==> src/rtl/inst_prefetch_if.sv <==
// inst_prefetch_if -- bus bundle between the prefetch unit, instruction memory
// and the decode stage.
//
//   inst_mem_is_ready    request valid towards instruction memory
//   inst_mem_addr        request word address (PC)
//   inst_mem_req_accept  memory accepts the request this cycle
//   inst_mem_is_valid    in-order response valid
//   inst_mem_read_data   response instruction word
//   fetch_valid          entry available to decode
//   fetch_instr          instruction at queue head
//   fetch_pc             PC of fetch_instr
//   fetch_ready          decode consumes the head entry
//
// master: the prefetch unit.  slave: memory + decode side.
interface inst_prefetch_if;
    logic        inst_mem_is_ready;
    logic [31:0] inst_mem_addr;
    logic        inst_mem_req_accept;
    logic        inst_mem_is_valid;
    logic [31:0] inst_mem_read_data;
    logic        fetch_valid;
    logic [31:0] fetch_instr;
    logic [31:0] fetch_pc;
    logic        fetch_ready;

    modport master (
        output inst_mem_is_ready, inst_mem_addr,
        input  inst_mem_req_accept, inst_mem_is_valid, inst_mem_read_data,
        output fetch_valid, fetch_instr, fetch_pc,
        input  fetch_ready
    );

    modport slave (
        input  inst_mem_is_ready, inst_mem_addr,
        output inst_mem_req_accept, inst_mem_is_valid, inst_mem_read_data,
        input  fetch_valid, fetch_instr, fetch_pc,
        output fetch_ready
    );
endinterface

==> src/rtl/inst_prefetch.sv <==
// inst_prefetch -- sequential instruction prefetcher feeding decode.
//
// Generates sequential PCs, issues word requests to instruction memory and
// keeps returned words with their PCs in a small in-order queue presented to
// decode via a valid/ready handshake.  A redirect from execute flushes the
// queue and discards every response still in flight.
//
// Parameters:
//   RESET  PC after reset
//   DEPTH  queue entries and max outstanding requests (power of two, 2..8)
//
// Ports:
//   clk               clock
//   reset             synchronous active-high reset
//   bus               inst_prefetch_if.master (memory request/response and
//                     decode handshake)
//   redirect          single-cycle redirect pulse from execute
//   redirect_pc       redirect target
//   fetch_misaligned  sticky flag: a redirect target with [1:0] != 0 was seen
//
// Build option:
//   INST_PREFETCH_BYPASS_EN  when defined, a response arriving while the
//                            queue is empty (no drop pending, no redirect) is
//                            presented to decode in the same cycle and, if
//                            consumed, never written to the queue.
module inst_prefetch #(
    parameter logic [31:0] RESET = 32'h0000_0000,
    parameter int unsigned DEPTH = 2
) (
    input  logic            clk,
    input  logic            reset,
    inst_prefetch_if.master bus,
    input  logic            redirect,
    input  logic [31:0]     redirect_pc,
    output logic            fetch_misaligned
);
    localparam int unsigned AW = (DEPTH > 1) ? $clog2(DEPTH) : 1;
    localparam int unsigned CW = $clog2(DEPTH + 1);
    // drop is not part of the issue rule, so back-to-back redirects can pile
    // up discards beyond DEPTH; give it headroom and guard with an assertion.
    localparam int unsigned DW = CW + 3;
    localparam int unsigned DROP_MAX = (1 << DW) - 1;

    logic          reset_d;
    logic [31:0]   req_pc;
    logic [CW-1:0] occupancy;
    logic [CW-1:0] outstanding;
    logic [DW-1:0] drop;

    // PCs of issued, not yet returned, non-discarded requests
    logic [31:0]   pcq [DEPTH];
    logic [AW-1:0] pcq_wr;
    logic [AW-1:0] pcq_rd;

    // instruction queue
    logic [31:0]   iq_instr [DEPTH];
    logic [31:0]   iq_pc    [DEPTH];
    logic [AW-1:0] iq_wr;
    logic [AW-1:0] iq_rd;

    logic [CW:0]   inflight;
    logic          fire;
    logic          resp_live;
    logic          resp_drop;
    logic          bypass;
    logic          push_q;
    logic          pop_q;
    logic [31:0]   resp_pc;

    always_comb begin
        inflight  = {1'b0, occupancy} + {1'b0, outstanding};
        bus.inst_mem_is_ready = !reset && !reset_d && !redirect &&
                                (inflight < (CW+1)'(DEPTH));
        bus.inst_mem_addr = req_pc;
        fire      = bus.inst_mem_is_ready && bus.inst_mem_req_accept;
        resp_drop = bus.inst_mem_is_valid && (drop != '0);
        resp_live = bus.inst_mem_is_valid && (drop == '0);
        resp_pc   = pcq[pcq_rd];
`ifdef INST_PREFETCH_BYPASS_EN
        bypass    = resp_live && (occupancy == '0) && !redirect;
`else
        bypass    = 1'b0;
`endif
        pop_q     = (occupancy != '0) && bus.fetch_ready;
        // a bypassed word that decode takes right away never enters the queue
        push_q    = resp_live && !(bypass && bus.fetch_ready);
        bus.fetch_valid = (occupancy != '0) || bypass;
        bus.fetch_instr = bypass ? bus.inst_mem_read_data : iq_instr[iq_rd];
        bus.fetch_pc    = bypass ? resp_pc : iq_pc[iq_rd];
    end

    always_ff @(posedge clk) begin
        if (reset) begin
            reset_d          <= 1'b1;
            req_pc           <= RESET;
            occupancy        <= '0;
            outstanding      <= '0;
            drop             <= '0;
            pcq_wr           <= '0;
            pcq_rd           <= '0;
            iq_wr            <= '0;
            iq_rd            <= '0;
            fetch_misaligned <= 1'b0;
            for (int unsigned i = 0; i < DEPTH; i++) begin
                iq_instr[i] <= '0;
                iq_pc[i]    <= '0;
            end
        end else begin
            reset_d <= 1'b0;
            if (redirect) begin
                // Everything in flight becomes a discard, including a live
                // response arriving in this very cycle.
                req_pc      <= {redirect_pc[31:2], 2'b00};
                occupancy   <= '0;
                outstanding <= '0;
                pcq_wr      <= '0;
                pcq_rd      <= '0;
                iq_wr       <= '0;
                iq_rd       <= '0;
                drop        <= drop - DW'(resp_drop) + DW'(outstanding) - DW'(resp_live);
                if (redirect_pc[1:0] != 2'b00) begin
                    fetch_misaligned <= 1'b1;
                end
            end else begin
                if (fire) begin
                    pcq[pcq_wr] <= req_pc;
                    pcq_wr      <= pcq_wr + 1'b1;
                    req_pc      <= req_pc + 32'd4;
                end
                if (resp_drop) begin
                    drop <= drop - 1'b1;
                end
                if (resp_live) begin
                    pcq_rd <= pcq_rd + 1'b1;
                end
                if (push_q) begin
                    iq_instr[iq_wr] <= bus.inst_mem_read_data;
                    iq_pc[iq_wr]    <= resp_pc;
                    iq_wr           <= iq_wr + 1'b1;
                end
                if (pop_q) begin
                    iq_rd <= iq_rd + 1'b1;
                end
                outstanding <= outstanding + CW'(fire) - CW'(resp_live);
                occupancy   <= occupancy + CW'(push_q) - CW'(pop_q);
            end
        end
    end

    assert property (@(posedge clk) disable iff (reset)
        inflight <= (CW+1)'(DEPTH));
    assert property (@(posedge clk) disable iff (reset)
        bus.inst_mem_is_valid |-> (drop != '0 || outstanding != '0));
    assert property (@(posedge clk) disable iff (reset)
        redirect |-> (({1'b0, drop} + (DW+1)'(outstanding)) <= (DW+1)'(DROP_MAX)));
endmodule

==> src/flat_wrapper.sv <==
// flat-port wrapper written by rule: the top's interface ports become plain ports
module inst_prefetch_flat 
#(
    parameter logic [31:0] RESET = 32'h0000_0000,
    parameter int unsigned DEPTH = 2
)
  (clk, reset, redirect, redirect_pc, fetch_misaligned, bus_inst_mem_is_ready, bus_inst_mem_addr, bus_inst_mem_req_accept, bus_inst_mem_is_valid, bus_inst_mem_read_data, bus_fetch_valid, bus_fetch_instr, bus_fetch_pc, bus_fetch_ready);
  inst_prefetch_if bus_i ();
  input  logic clk;
  input  logic reset;
  input  logic redirect;
  input  logic [31:0] redirect_pc;
  output logic fetch_misaligned;
  output wire logic [$bits(bus_i.inst_mem_is_ready)-1:0] bus_inst_mem_is_ready;
  output wire logic [$bits(bus_i.inst_mem_addr)-1:0] bus_inst_mem_addr;
  input wire logic [$bits(bus_i.inst_mem_req_accept)-1:0] bus_inst_mem_req_accept;
  input wire logic [$bits(bus_i.inst_mem_is_valid)-1:0] bus_inst_mem_is_valid;
  input wire logic [$bits(bus_i.inst_mem_read_data)-1:0] bus_inst_mem_read_data;
  output wire logic [$bits(bus_i.fetch_valid)-1:0] bus_fetch_valid;
  output wire logic [$bits(bus_i.fetch_instr)-1:0] bus_fetch_instr;
  output wire logic [$bits(bus_i.fetch_pc)-1:0] bus_fetch_pc;
  input wire logic [$bits(bus_i.fetch_ready)-1:0] bus_fetch_ready;
  assign bus_inst_mem_is_ready = bus_i.inst_mem_is_ready;
  assign bus_inst_mem_addr = bus_i.inst_mem_addr;
  assign bus_i.inst_mem_req_accept = bus_inst_mem_req_accept;
  assign bus_i.inst_mem_is_valid = bus_inst_mem_is_valid;
  assign bus_i.inst_mem_read_data = bus_inst_mem_read_data;
  assign bus_fetch_valid = bus_i.fetch_valid;
  assign bus_fetch_instr = bus_i.fetch_instr;
  assign bus_fetch_pc = bus_i.fetch_pc;
  assign bus_i.fetch_ready = bus_fetch_ready;
  inst_prefetch #(.RESET(RESET), .DEPTH(DEPTH)) u_core (.clk(clk), .reset(reset), .bus(bus_i), .redirect(redirect), .redirect_pc(redirect_pc), .fetch_misaligned(fetch_misaligned));
endmodule
==> config.mk <==
export PLATFORM = sky130hd
export DESIGN_NAME = inst_prefetch_flat
export DESIGN_NICKNAME = d
export VERILOG_FILES = /design/src/rtl/inst_prefetch_if.sv /design/src/rtl/inst_prefetch.sv /design/src/flat_wrapper.sv
export SDC_FILE = /design/constraint.sdc
export NUM_CORES = 1
export LEC_CHECK = 0
export ABC_AREA = 0
export CORE_AREA = 3 3 151 153
export DETAILED_ROUTE_END_ITERATION = 10
export DIE_AREA = 0 0 154 156
export PLACE_DENSITY = 0.75
export SETUP_SLACK_MARGIN = 0.4
export SLEW_MARGIN = 20
export SYNTH_ARGS = -nofsm -noshare
export SYNTH_HDL_FRONTEND = slang
export SYNTH_SLANG_ARGS = --single-unit
==> constraint.sdc <==
create_clock -name clk -period 3.55 [get_ports clk]
set_input_delay 0.71 -clock clk [delete_from_list [all_inputs] [get_ports clk]]
set_output_delay 0.71 -clock clk [all_outputs]
set_load 0.005 [all_outputs]
# After elaboration in Yosys (flattened, before gate mapping)
# Memories as Yosys holds them, arrays and structs flattened. A register that Yosys moved wholly into a read port is not among the register bits.
# Cells that the tools add are included.
dict set report totals {
  register_bits 47
  mem_bits_rw 192
  in_bits 70
  output_inout_bits 99
  word_cells 75
  mem_count 3
}
# name depth width rd rd_ports_with_merged_regs wr line_no
set mem_list {}
lappend mem_list {u_core.iq_instr 2 32 1 1 2 inst_prefetch.sv:56} ;# logic [31:0] iq_instr [DEPTH];
lappend mem_list {u_core.iq_pc 2 32 1 1 2 inst_prefetch.sv:57} ;# logic [31:0] iq_pc [DEPTH];
lappend mem_list {u_core.pcq 2 32 1 1 1 inst_prefetch.sv:51} ;# logic [31:0] pcq [DEPTH];
dict set report classes {
  addsub 14
  order_cmp 1
  n_mux 26
  reduce_logical 20
}
# operator count
set op_table {}
lappend op_table {{two-way mux 32 bit} 4}
lappend op_table {{OR reduction 32 bit} 2}
lappend op_table {{adder 32 x 3 -> 32 bit (second input constant)} 1}
lappend op_table {{two-way mux 1 bit} 20}
lappend op_table {{two-way mux 5 bit} 2}
lappend op_table {{subtractor 5 x 1 -> 5 bit} 2}
lappend op_table {{nonzero test 2 bit} 4}
lappend op_table {{logical AND 1 bit} 7}
lappend op_table {{adder 5 x 2 -> 5 bit} 1}
lappend op_table {{zero test 5 bit} 1}
lappend op_table {{nonzero test 5 bit} 1}
lappend op_table {{subtractor 5 x 1 -> 5 bit (second input constant)} 1}
lappend op_table {{adder 1 bit (second input constant)} 4}
lappend op_table {{adder 2 x 1 -> 2 bit} 2}
lappend op_table {{subtractor 2 x 1 -> 2 bit} 2}
lappend op_table {{adder 2 x 2 -> 3 bit} 1}
lappend op_table {{zero test 1 bit} 3}
lappend op_table {{< comparator 3 x 2 -> 1 bit (second input constant)} 1}
lappend op_table {{AND reduction 2 bit} 1}
lappend op_table {{OR reduction 2 bit} 1}

# Depth between registers and ports, before layout
# Gate-level depths: netlist (run 1).
dict set report depth {
  depth_word 9
  depth_mapped 11
  ltp_nobuf 11
}

# Worst setup path before layout (run 1)
# Ideal clock, no wire load.
dict set report synth_timing {
  path_kind {input to register}
  startpoint {in redirect}
  endpoint {mem u_core.iq_instr[0][0], enable pin}
  setup_ns 0.430
  arrival_time_ns 3.019
  required_time_ns 3.120
  setup_slack_ns 0.101
  stages 5
  path_buffers 2
  path_cell_list {or2_2 -> clkbuf_1 -> or3_1 -> clkbuf_1 -> nand2b_1}
}
# element line_no
set synth_rtl {}
lappend synth_rtl {{start: declaration} flat_wrapper.sv:11} ;# input logic redirect;
lappend synth_rtl {{end: declaration} inst_prefetch.sv:56}

# Worst setup path after layout (run 1)
dict set report layout_timing {
  startpoint {reg u_core.occupancy[0]}
  endpoint {out bus_inst_mem_is_ready}
}
dict set report layout_between {
  elab_chain_cells 3
}
# element line_no
set layout_rtl {}
lappend layout_rtl {{start: declaration} inst_prefetch.sv:46} ;# logic [CW-1:0] occupancy;
lappend layout_rtl {{start signal: assignment} inst_prefetch.sv:145} ;# occupancy <= occupancy + CW'(push_q) - CW'(pop_q);
lappend layout_rtl {{adder 2 x 2 -> 3 bit} inst_prefetch.sv:71} ;# inflight = {1'b0, occupancy} + {1'b0, outstanding};
lappend layout_rtl {{< comparator 3 x 2 -> 1 bit} inst_prefetch.sv:73} ;# (inflight < (CW+1)'(DEPTH));
lappend layout_rtl {{logical AND 1 bit} inst_prefetch.sv:72} ;# bus.inst_mem_is_ready = !reset && !reset_d && !redirect &&
lappend layout_rtl {{end: declaration} flat_wrapper.sv:14} ;# output wire logic [$bits(bus_i.inst_mem_is_ready)-1:0] bus_inst_mem_is_ready;
# Every way passes these cells.

==> impl_results.md, run 1 <==
* Chip height at 156 µm
* Critical Path, Cell by Cell: inv_1 -> nor2_2 -> fa_2 -> nor4_4 -> clkdlybuf4s50_1
* Number of synthesized flops with an enable pin at 184
* Hold Crit Class: register to register
* Hold_sp: u_core.fetch_misaligned
* Vias in the first global route at 6600
* Synth warn at 0
* IO Port Bufs at 164
* Gate power share at 18.2%
* DP Area at 12300 µm²
* Diodes inserted at 0
* Initial antenna violation count at 0
* WHS at 0.454 ns
* Max layer used: met4
* Peak VDD IR at 0.000299 V
* R2r setup slk at 0.77 ns
* Leak at 0.00468 µW
* H-tree depth at 1
* Fraction of registers with async set/reset at 0%
* RSZ-0062 raised after global routing: true
* Synth Area in XOR/XNOR at 1.70%
* Sw frac at 24.7%
* Clock Latency Late Sink at 0.51 ns
* Setup Buffers After CTS at 0
* Final-report setup violation count at 0
* Core area at 21700 µm²
* Wire length of the first global-routing pass at 36200 µm
* Seq/Total Area, Yosys at 62.7%
* Die area at 24000 µm²
* Synth Area per Inst at 12.9 µm²
* # rows at 54
* Largest net degree at the start of global routing at 63
* Initial Util at 47.5%
* Required time worst endpoint at 2.84 ns
* Die X-Extent at 154 µm
* Reg2reg start: u_core.occupancy[0]
* Most used DFF post-synth: edfxtp_1
* Post-Route Skew at 0.0230 ns
* Synth area leaders: edfxtp_1, dfxtp_1, mux2_2, and2_1, nor2_1
* DRT iter0 DRCs at 555
* P_int at 5130 µW
* Design area at 13000 µm²
* ANT nets after route at 0
* Reg2Reg Capture Point: u_core.bus.inst_mem_addr[18]
* Hold endpoint: u_core.fetch_misaligned
* Tcrit/Tclk final at 86.2%
* Drt first pass iters at 5
* CTS Root Cell: clkbuf_16
* Fmax achieved at 0.327 GHz
* Slew Limit Fails at 0
* Total Wirelength at 23100 µm
* Worst Path Max Fanout at 3
* Drt wl/cell at 18.4 µm
* Final layout net count at 1049
* Crit-path slowest cell: clkdlybuf4s50_1
* Avg Vias per Cell at 5.43
* Slew @ Worst Pin at 1.01 ns
* Worst rel slew slack at 32.9%
* Final hold vios at 0
* Final weighted congestion of routability-driven global placement at 0.905
* Vias at 6820
* Clock power frac at 33.8%
* R2R cell count at 7
* GR Util All Layers at 18.8%
* Largest area contributor in the netlist: edfxtp_1
* Final Core Density at 60.1%
* Slowest stage delay, CP at 0.54 ns
* Outcome: completed
* Sink Count at 231
* Max Cap Violations at 0
* Power Density at 522 nW/µm²
* Clock Path Buffers at 3
* Routed length on met3 at 1750 µm
* Simple-Gate Fraction of Synth Area at 15.2%
* Setup crit end kind: primary output
* Hold path cells at 2
* I/O pin cnt at 169
* #FFs+latches synth at 231
* Most frequent cell after synthesis: edfxtp_1
* Mux share of post-synthesis cell area at 9.69%
* Net Switching at 1680 µW
* Min cycle time layout at 3.06 ns
* Area share of the largest cell type after synthesis at 53.6%
* Netlist Area Pre-Place at 10300 µm²
* Largest family of logic cells by synthesized area: simple AND/OR/NAND/NOR gates
* Setup_tns at 0 ns
* Post-DP HPWL at 15500 µm
* CP Launch Type: register
* Adder-Cell Fraction of Synth Area at 2.40%
* DP Worst Slack at 0.0209 ns
* Clock tree from TritonCTS: yes
* CTS buffer count at 24
* Detailed-route wire length on metal 1 at 10100 µm
* Reg clk slew, reported paths at 0.06 ns
* DRC Markers at 0
* Final setup margin at 0.491 ns
* Netlist cell types at 60
* Total gr overflow at 0
* Gate Count Post-Synth at 799
* Signal arrival time at the worst endpoint at 2.35 ns
* Compound-gate portion of the synthesized area at 5.04%
* Commonest cells in the netlist: edfxtp_1, nor2_1, and2_1
* Share of cells above drive strength 1 at 13.8%
* Area growth, synth to finish at 26.6%
* DR WL met2 at 10900 µm
* Register share of total power at 48.0%
* WS Path Type: register to primary output
-- through the flow --
step,total power (µW),cells
after floorplan,3990,802
after global placement,4520,1215
after detailed placement,4550,1215
after CTS,6860,1257
after global routing,7150,1257
final,6810,1257
-- logic make-up (layout without fill, tap and decap cells) --
logic type      after synthesis  in the layout
flops                       231            231
xor+xnor                     20             20
other cells                   1              4
simple gates                288            288
mux                          92             92
fa+ha+maj                    18             18
compound gates               68             68
buf+inv                      81            256
-- layout make-up --
class | instances | area (µm²)
fill | 1712 | 8640
sequential | 231 | 6470
multi-input combinational | 490 | 3560
timing repair buffer | 184 | 1830
clock buffer | 28 | 637
tap | 280 | 350
inverter | 30 | 113
clock inverter | 14 | 88.8
-- worst max path at each step --
stage | startpoint | end | slack, ns | depth (start not counted)
4_1_cts | u_core.outstanding[0] | bus_inst_mem_is_ready | 0.43 | 5
3_3_place_gp | bus_inst_mem_is_valid | u_core.drop[4] | 0.1 | 11
3_5_place_dp | bus_inst_mem_is_valid | u_core.drop[4] | 0.02 | 11
6_report | u_core.occupancy[0] | bus_inst_mem_is_ready | 0.49 | 5
2_1_floorplan | bus_inst_mem_is_valid | u_core.drop[4] | 0.63 | 10
5_1_grt | u_core.outstanding[0] | bus_inst_mem_is_ready | 0.37 | 5
-- cell usage in the layout, fill, tap and decap left out, drive strengths merged, types with 3 or more instances in the layout --
cell / instances
a2111oi: 6
a211oi: 9
a21o: 3
a21oi: 9
a221oi: 3
a311oi: 10
and2: 69
and3: 9
and4: 13
buf: 20
clkbuf: 28
clkdlybuf4s50: 164
clkinv: 13
conb: 4
dfxtp: 47
edfxtp: 184
fa: 3
ha: 15
inv: 30
mux2: 62
mux2i: 30
nand2: 23
nand2b: 5
nand3: 19
nand4: 16
nor2: 96
nor2b: 4
nor3: 6
nor4: 5
o211ai: 3
o21ai: 5
o31ai: 5
or2: 5
or3: 4
or4: 7
xnor2: 12
xor2: 8
-- per-layer routing --
metal,vias up,track usage [%]
met5,-,0
met4,0,5.00
met3,29,3.58
met2,261,30.1
met1,3286,26.6
li1,3244,-
-- sequential cells by signal, summed over array words and instances (netlist names), named ones only --
name / cells
u_core.iq_instr: 64
u_core.iq_pc: 60
u_core.iq_wr: 1
u_core.occupancy: 2
u_core.pcq_wr: 1
u_core.pcq_rd: 1
u_core.reset_d: 1
u_core.bus.inst_mem_addr: 30
u_core.drop: 5
u_core.pcq: 60
u_core.iq_rd: 1
u_core.fetch_misaligned: 1
u_core.outstanding: 2
-- power by group through the flow --
stage,registers (µW),logic (µW),clock network (µW)
6_report,3270,1240,2300
4_1_cts,3270,1240,2360
2_1_floorplan,3260,735,0
3_3_place_gp,3320,1200,0
5_1_grt,3300,1370,2480
3_5_place_dp,3330,1230,0
-- critical path: cells and delay by family (launching register included) --
kind / cells / cell delay (ns)
AND/OR/NAND/NOR: 2 / 0.42
adder cells (fa/ha/maj): 1 / 0.49
buffers and inverters: 2 / 0.61
flip-flops: 1 / 0.34
-- what timing repair did --
| item | CTS | global route |
|---|---|---|
| endpoints found under the setup margin | 1 | 2 |
| hold buffers | 0 | 0 |
| gates resized for setup | 2 | 3 |
| endpoints found under the hold margin | 0 | 0 |
No activity file was read; power rests on OpenSTA's default activity.
==> run 2, diff against run 1 <==
--- a/config.mk
+++ b/config.mk
@@ -15,3 +15,4 @@
 export SYNTH_ARGS = -nofsm -noshare
 export SYNTH_HDL_FRONTEND = slang
 export SYNTH_SLANG_ARGS = --single-unit
+export TNS_END_PERCENT = 10
==> run 2 against run 1 <==
Against the previous run: die area unchanged; register-to-register slack worse by 0.03 ns; worst setup slack worse by 0.017 ns; critical path depth unchanged; critical path type unchanged.
==> impl_results.md, run 2 (synthesis gave the netlist of run 1 again) <==
* Outcome: completed
* Initial antenna violation count at 0
* Final weighted congestion of routability-driven global placement at 0.858
* Hold bufs inserted after CTS at 0
* Drt first pass iters at 5
* Register share of total power at 47.2%
* Wire length of the first global-routing pass at 36500 µm
* Reg with most FFs: u_core.iq_instr
* Crit-path slowest cell: clkdlybuf4s50_1
* Tcrit/Tclk final at 86.6%
* Post-Route Skew at 0.0352 ns
* Slowest stage delay, CP at 0.56 ns
* Max Cap Violations at 0
* Total Wirelength at 23400 µm
* Critical Path, Cell by Cell: inv_1 -> nor2_2 -> fa_2 -> nor4_2 -> clkdlybuf4s50_1
* Largest registers: u_core.iq_instr x64, u_core.iq_pc x60, u_core.pcq x60
* Min cycle time layout at 3.08 ns
* Die X-Extent at 154 µm
* Sw frac at 25.0%
* Final hold vios at 0
* RSZ-0062 raised after global routing: true
* Vias at 6836
* Design area at 13100 µm²
* Worst Path Max Fanout at 3
* Setup_tns at 0 ns
* Clock Path Buffers at 3
* Reg clk slew, reported paths at 0.06 ns
* I/O pin cnt at 169
* Diodes inserted at 0
* Crit-path leading delay family: buffers and inverters
* GR Util All Layers at 18.9%
* Total gr overflow at 0
* Hold Crit Class: register to register
* WP buf/inv at 2
* Final-report setup violation count at 0
* DP Worst Slack at -0.0195 ns
* Slew @ Worst Pin at 1.01 ns
* Sink Count at 231
* # rows at 54
* Commonest non-fill, non-tap cells in the layout: edfxtp_1, clkdlybuf4s50_1, nor2_1
* Commonest non-fill, non-tap cell in the layout: edfxtp_1
* Gate power share at 17.7%
* Signal arrival time at the worst endpoint at 2.37 ns
* Avg Vias per Cell at 5.44
* Post-DP HPWL at 15400 µm
* Filler cell count in the final layout at 1727
* Vias in the first global route at 6665
* Worst rel slew slack at 32.8%
* Area growth, synth to finish at 27.0%
* Chip height at 156 µm
* DRC Markers at 0
* CTS Root Cell: clkbuf_16
* Net Switching at 1740 µW
* Largest net degree at the start of global routing at 63
* Drt wl/cell at 18.6 µm
* DRT iter0 DRCs at 469
* CTS buffer count at 24
* Required time worst endpoint at 2.84 ns
* Share of cells above drive strength 1 at 14.4%
* Peak VDD IR at 0.000314 V
* DP Area at 12300 µm²
* Final layout net count at 1047
* Setup crit end kind: primary output
* IO Port Bufs at 164
* Max reg flops at 64
* Clock Latency Late Sink at 0.53 ns
* Leak at 0.00470 µW
* Slew Limit Fails at 0
* H-tree depth at 1
* Initial Util at 47.5%
* P_int at 5200 µW
* Clock power frac at 35.1%
* Core area at 21700 µm²
* WHS at 0.457 ns
* Setup Buffers After CTS at 0
* CP Launch Type: register
* ANT nets after route at 0
* Die area at 24000 µm²
* Power Density at 530 nW/µm²
* Clock tree from TritonCTS: yes
* Final setup margin at 0.474 ns
* WS Path Type: register to primary output
* Fmax achieved at 0.325 GHz
==> run 2: worst min-delay path, delay by kind of cell (launching register included) <==
kind / cells / cell delay, ns
AO/OA/AOI/OAI: 1 / 0.05
buffers and inverters: 1 / 0.05
flip-flops: 1 / 0.32
==> run 2: stage by stage <==
| stage | total power (µW) | std cells | util (%) |
|---|---|---|---|
| detailed placement | 4560 | 1213 | 56.7 |
| floorplan | 3990 | 802 | - |
| CTS | 6990 | 1257 | 60.3 |
| finish | 6940 | 1257 | 60.3 |
| global route | 7230 | 1257 | 60.3 |
| global placement | 4520 | 1213 | 56.7 |
==> run 2: worst paths after layout <==
check	from	cells after the start	slack, ns	endpoint
worst max register to register	u_core.occupancy[0]	7	0.74	u_core.bus.inst_mem_addr[18]
worst min-delay path	u_core.fetch_misaligned	2	0.46	u_core.fetch_misaligned
worst max-delay path	u_core.occupancy[0]	5	0.47	bus_inst_mem_is_ready
worst min register to register	u_core.fetch_misaligned	2	0.46	u_core.fetch_misaligned
==> run 2: power by group through the flow <==
| stage | clock, µW | sequential (µW) | combinational, µW |
|---|---|---|---|
| after detailed placement | 0 | 3330 | 1230 |
| after global routing | 2590 | 3300 | 1350 |
| after global placement | 0 | 3320 | 1200 |
| after floorplan | 0 | 3260 | 734 |
| after CTS | 2480 | 3270 | 1240 |
| final | 2430 | 3270 | 1230 |
==> run 2: layer usage <==
| metal | vias to the layer above | part of all wire [%] | wire [µm] | GRT usage (%) |
|---|---|---|---|---|
| met2 | 272 | 48 | 11100 | 31.3 |
| met5 | - | 0 | 0 | 0 |
| li1 | 3231 | - | - | - |
| met3 | 37 | 7.1 | 1650 | 3.61 |
| met4 | 0 | 2.2 | 519 | 5.63 |
| met1 | 3296 | 43 | 10000 | 25.6 |
==> run 2: what timing repair did <==
item | in CTS | in global routing
gates resized for setup | 1 | 3
cloned | 0 | 0
setup endpoints to repair | 1 | 2
==> run 2: final cells by class <==
| cell class | count | area, µm² | share of cell area [%] |
|---|---|---|---|
| clock buffer | 30 | 633 | 4.84 |
| clock inverter | 14 | 138 | 1.05 |
| inverter | 30 | 113 | 0.861 |
| multi-input combinational | 490 | 3540 | 27.1 |
| sequential | 231 | 6470 | 49.4 |
| tap | 280 | 350 | 2.68 |
| timing repair buffer | 182 | 1840 | 14.1 |
==> run 3, diff against run 2 <==
--- a/config.mk
+++ b/config.mk
@@ -6,10 +6,11 @@
 export NUM_CORES = 1
 export LEC_CHECK = 0
 export ABC_AREA = 0
-export CORE_AREA = 3 3 151 153
+export CORE_AREA = 3 3 148 150
+export CTS_BUF_LIST = sky130_fd_sc_hd__clkbuf_2 sky130_fd_sc_hd__clkbuf_4 sky130_fd_sc_hd__clkbuf_8
 export DETAILED_ROUTE_END_ITERATION = 10
-export DIE_AREA = 0 0 154 156
-export PLACE_DENSITY = 0.75
+export DIE_AREA = 0 0 151 153
+export PLACE_DENSITY = 0.78
 export SETUP_SLACK_MARGIN = 0.4
 export SLEW_MARGIN = 20
 export SYNTH_ARGS = -nofsm -noshare
==> run 3 against run 2 <==
Against the previous run: power shrank 2.7%; design area shrank 0.26%; sequential share of layout area rose by 0.13 points; non-clock buffer count is 2 higher; clock skew shrank 0.021 ns; flip-flop and latch count is the same; combinational power hardly changed; sequential power barely moved; fmax is 3.2% higher; critical path type is now primary input to register; critical endpoint is now u_core.drop[4].
==> impl_results.md, run 3 (synthesis gave the netlist of run 1 again) <==
* Outcome: completed
* IO Port Bufs at 164
* Leak at 0.00473 µW
* Drt first pass iters at 5
* Slowest stage delay, CP at 0.43 ns
* DRT iter0 DRCs at 523
* Core area at 20800 µm²
* Post-DP HPWL at 15200 µm
* Largest net degree at the start of global routing at 63
* Tcrit/Tclk final at 83.9%
* CTS buffer count at 39
* Worst rel slew slack at 32.4%
* Initial antenna violation count at 0
* Min cycle time layout at 2.98 ns
* Slew @ Worst Pin at 1.01 ns
* Vias at 6974
* Initial Util at 49.5%
* Largest registers: u_core.iq_instr x64, u_core.iq_pc x60, u_core.pcq x60
* WHS at 0.462 ns
* Final Total Pwr at 6750 µW
* Setup_tns at 0 ns
* # rows at 53
* Clock Latency Late Sink at 0.51 ns
* Fmax achieved at 0.336 GHz
* Final layout net count at 1064
* Clock tree from TritonCTS: yes
* Multi-input logic area at 3540 µm²
* ANT nets after route at 0
* Final hold vios at 0
* Commonest non-fill, non-tap cells in the layout: edfxtp_1, clkdlybuf4s50_1, nor2_1
* Power Density at 517 nW/µm²
* Crit-path leading delay family: adder cells
* Reg clk slew, reported paths at 0.06 ns
* Critical Path, Cell by Cell: clkdlybuf4s50_1 -> ha_1 -> fa_1 -> inv_1 -> ha_1 -> inv_1 -> fa_1 -> nand2b_1 -> a21oi_1 -> a2111oi_0 -> or4_1
* Max Cap Violations at 0
* Share of cells above drive strength 1 at 16.6%
* Max reg flops at 64
* Peak VDD IR at 0.000302 V
* Die area at 23100 µm²
* Hold Crit Class: register to register
* Worst Path Max Fanout at 2
* Setup Buffers After CTS at 0
* Setup crit end kind: register
* CTS Root Cell: clkbuf_8
* Drt wl/cell at 18.1 µm
* RSZ-0062 raised after global routing: false
* Slew Limit Fails at 0
* Final weighted congestion of routability-driven global placement at 0.869
* CP Launch Type: primary input
* Reg with most FFs: u_core.iq_instr
* Chip height at 153 µm
* Area growth, synth to finish at 26.6%
* Sink Count at 231
* GR Util All Layers at 20.4%
* Hold bufs inserted after CTS at 0
* Wire length of the first global-routing pass at 37200 µm
* Vias in the first global route at 6998
* Total gr overflow at 0
* Required time worst endpoint at 3.94 ns
* Clock Path Buffers at 3
* Signal arrival time at the worst endpoint at 3.37 ns
* DRC Markers at 0
* Avg Vias per Cell at 5.44
* Register Area at 6470 µm²
* Final setup margin at 0.570 ns
* CTS resizes at 4
* Final-report setup violation count at 0
* WP buf/inv at 3
* Crit-path slowest cell: clkdlybuf4s50_1
* Die X-Extent at 151 µm
* Commonest non-fill, non-tap cell in the layout: edfxtp_1
* WS Path Type: primary input to register
* H-tree depth at 2
* I/O pin cnt at 169
* DP Worst Slack at 0.0545 ns
* Total Wirelength at 23200 µm
* Filler cell count in the final layout at 1609
* Post-Route Skew at 0.0139 ns
run 3: worst paths after layout:
| check | from | endpoint | slack, ns | depth (start not counted) |
|---|---|---|---|---|
| setup reg to reg | u_core.outstanding[0] | u_core.bus.inst_mem_addr[18] | 0.63 | 7 |
| hold / removal | u_core.fetch_misaligned | u_core.fetch_misaligned | 0.46 | 2 |
| hold reg to reg | u_core.fetch_misaligned | u_core.fetch_misaligned | 0.46 | 2 |
| setup / recovery | bus_inst_mem_is_valid | u_core.drop[4] | 0.57 | 11 |
run 3: area by class of cell:
cell class	count	share of cell area (%)
tap	275	2.64
inverter	30	0.863
clock buffer	60	5.42
timing repair buffer	184	14.0
clock inverter	10	0.355
antenna	1	0.0192
multi-input combinational	490	27.1
sequential	231	49.6
run 3: power breakdown:
part	internal [µW]	switching (µW)	leakage [µW]
registers	3130	147	0.00222
logic	651	565	0.00210
clock network	1270	994	0.000406
total	5040	1710	0.00473
run 3: layer usage:
layer,GRT usage (%),share of wire [%],up-vias
met4,7.21,2.6,0
met1,26.9,41,3367
li1,-,-,3289
met3,4.98,8.4,50
met2,32.9,48,268
met5,0,0,-
run 3: metrics by stage:
stage	std cells	utilization (%)	cell area (µm²)
after floorplan	802	-	10300
after CTS	1280	62.7	13100
after detailed placement	1210	59.0	12300
after global placement	1210	59.0	12300
after global routing	1280	62.7	13100
final	1281	62.7	13100
run 3: worst min-delay path: stages (launching register included):
cell and delay [ns]:
dfxtp_1 0.31, inv_1 0.05, a21oi_1 0.06
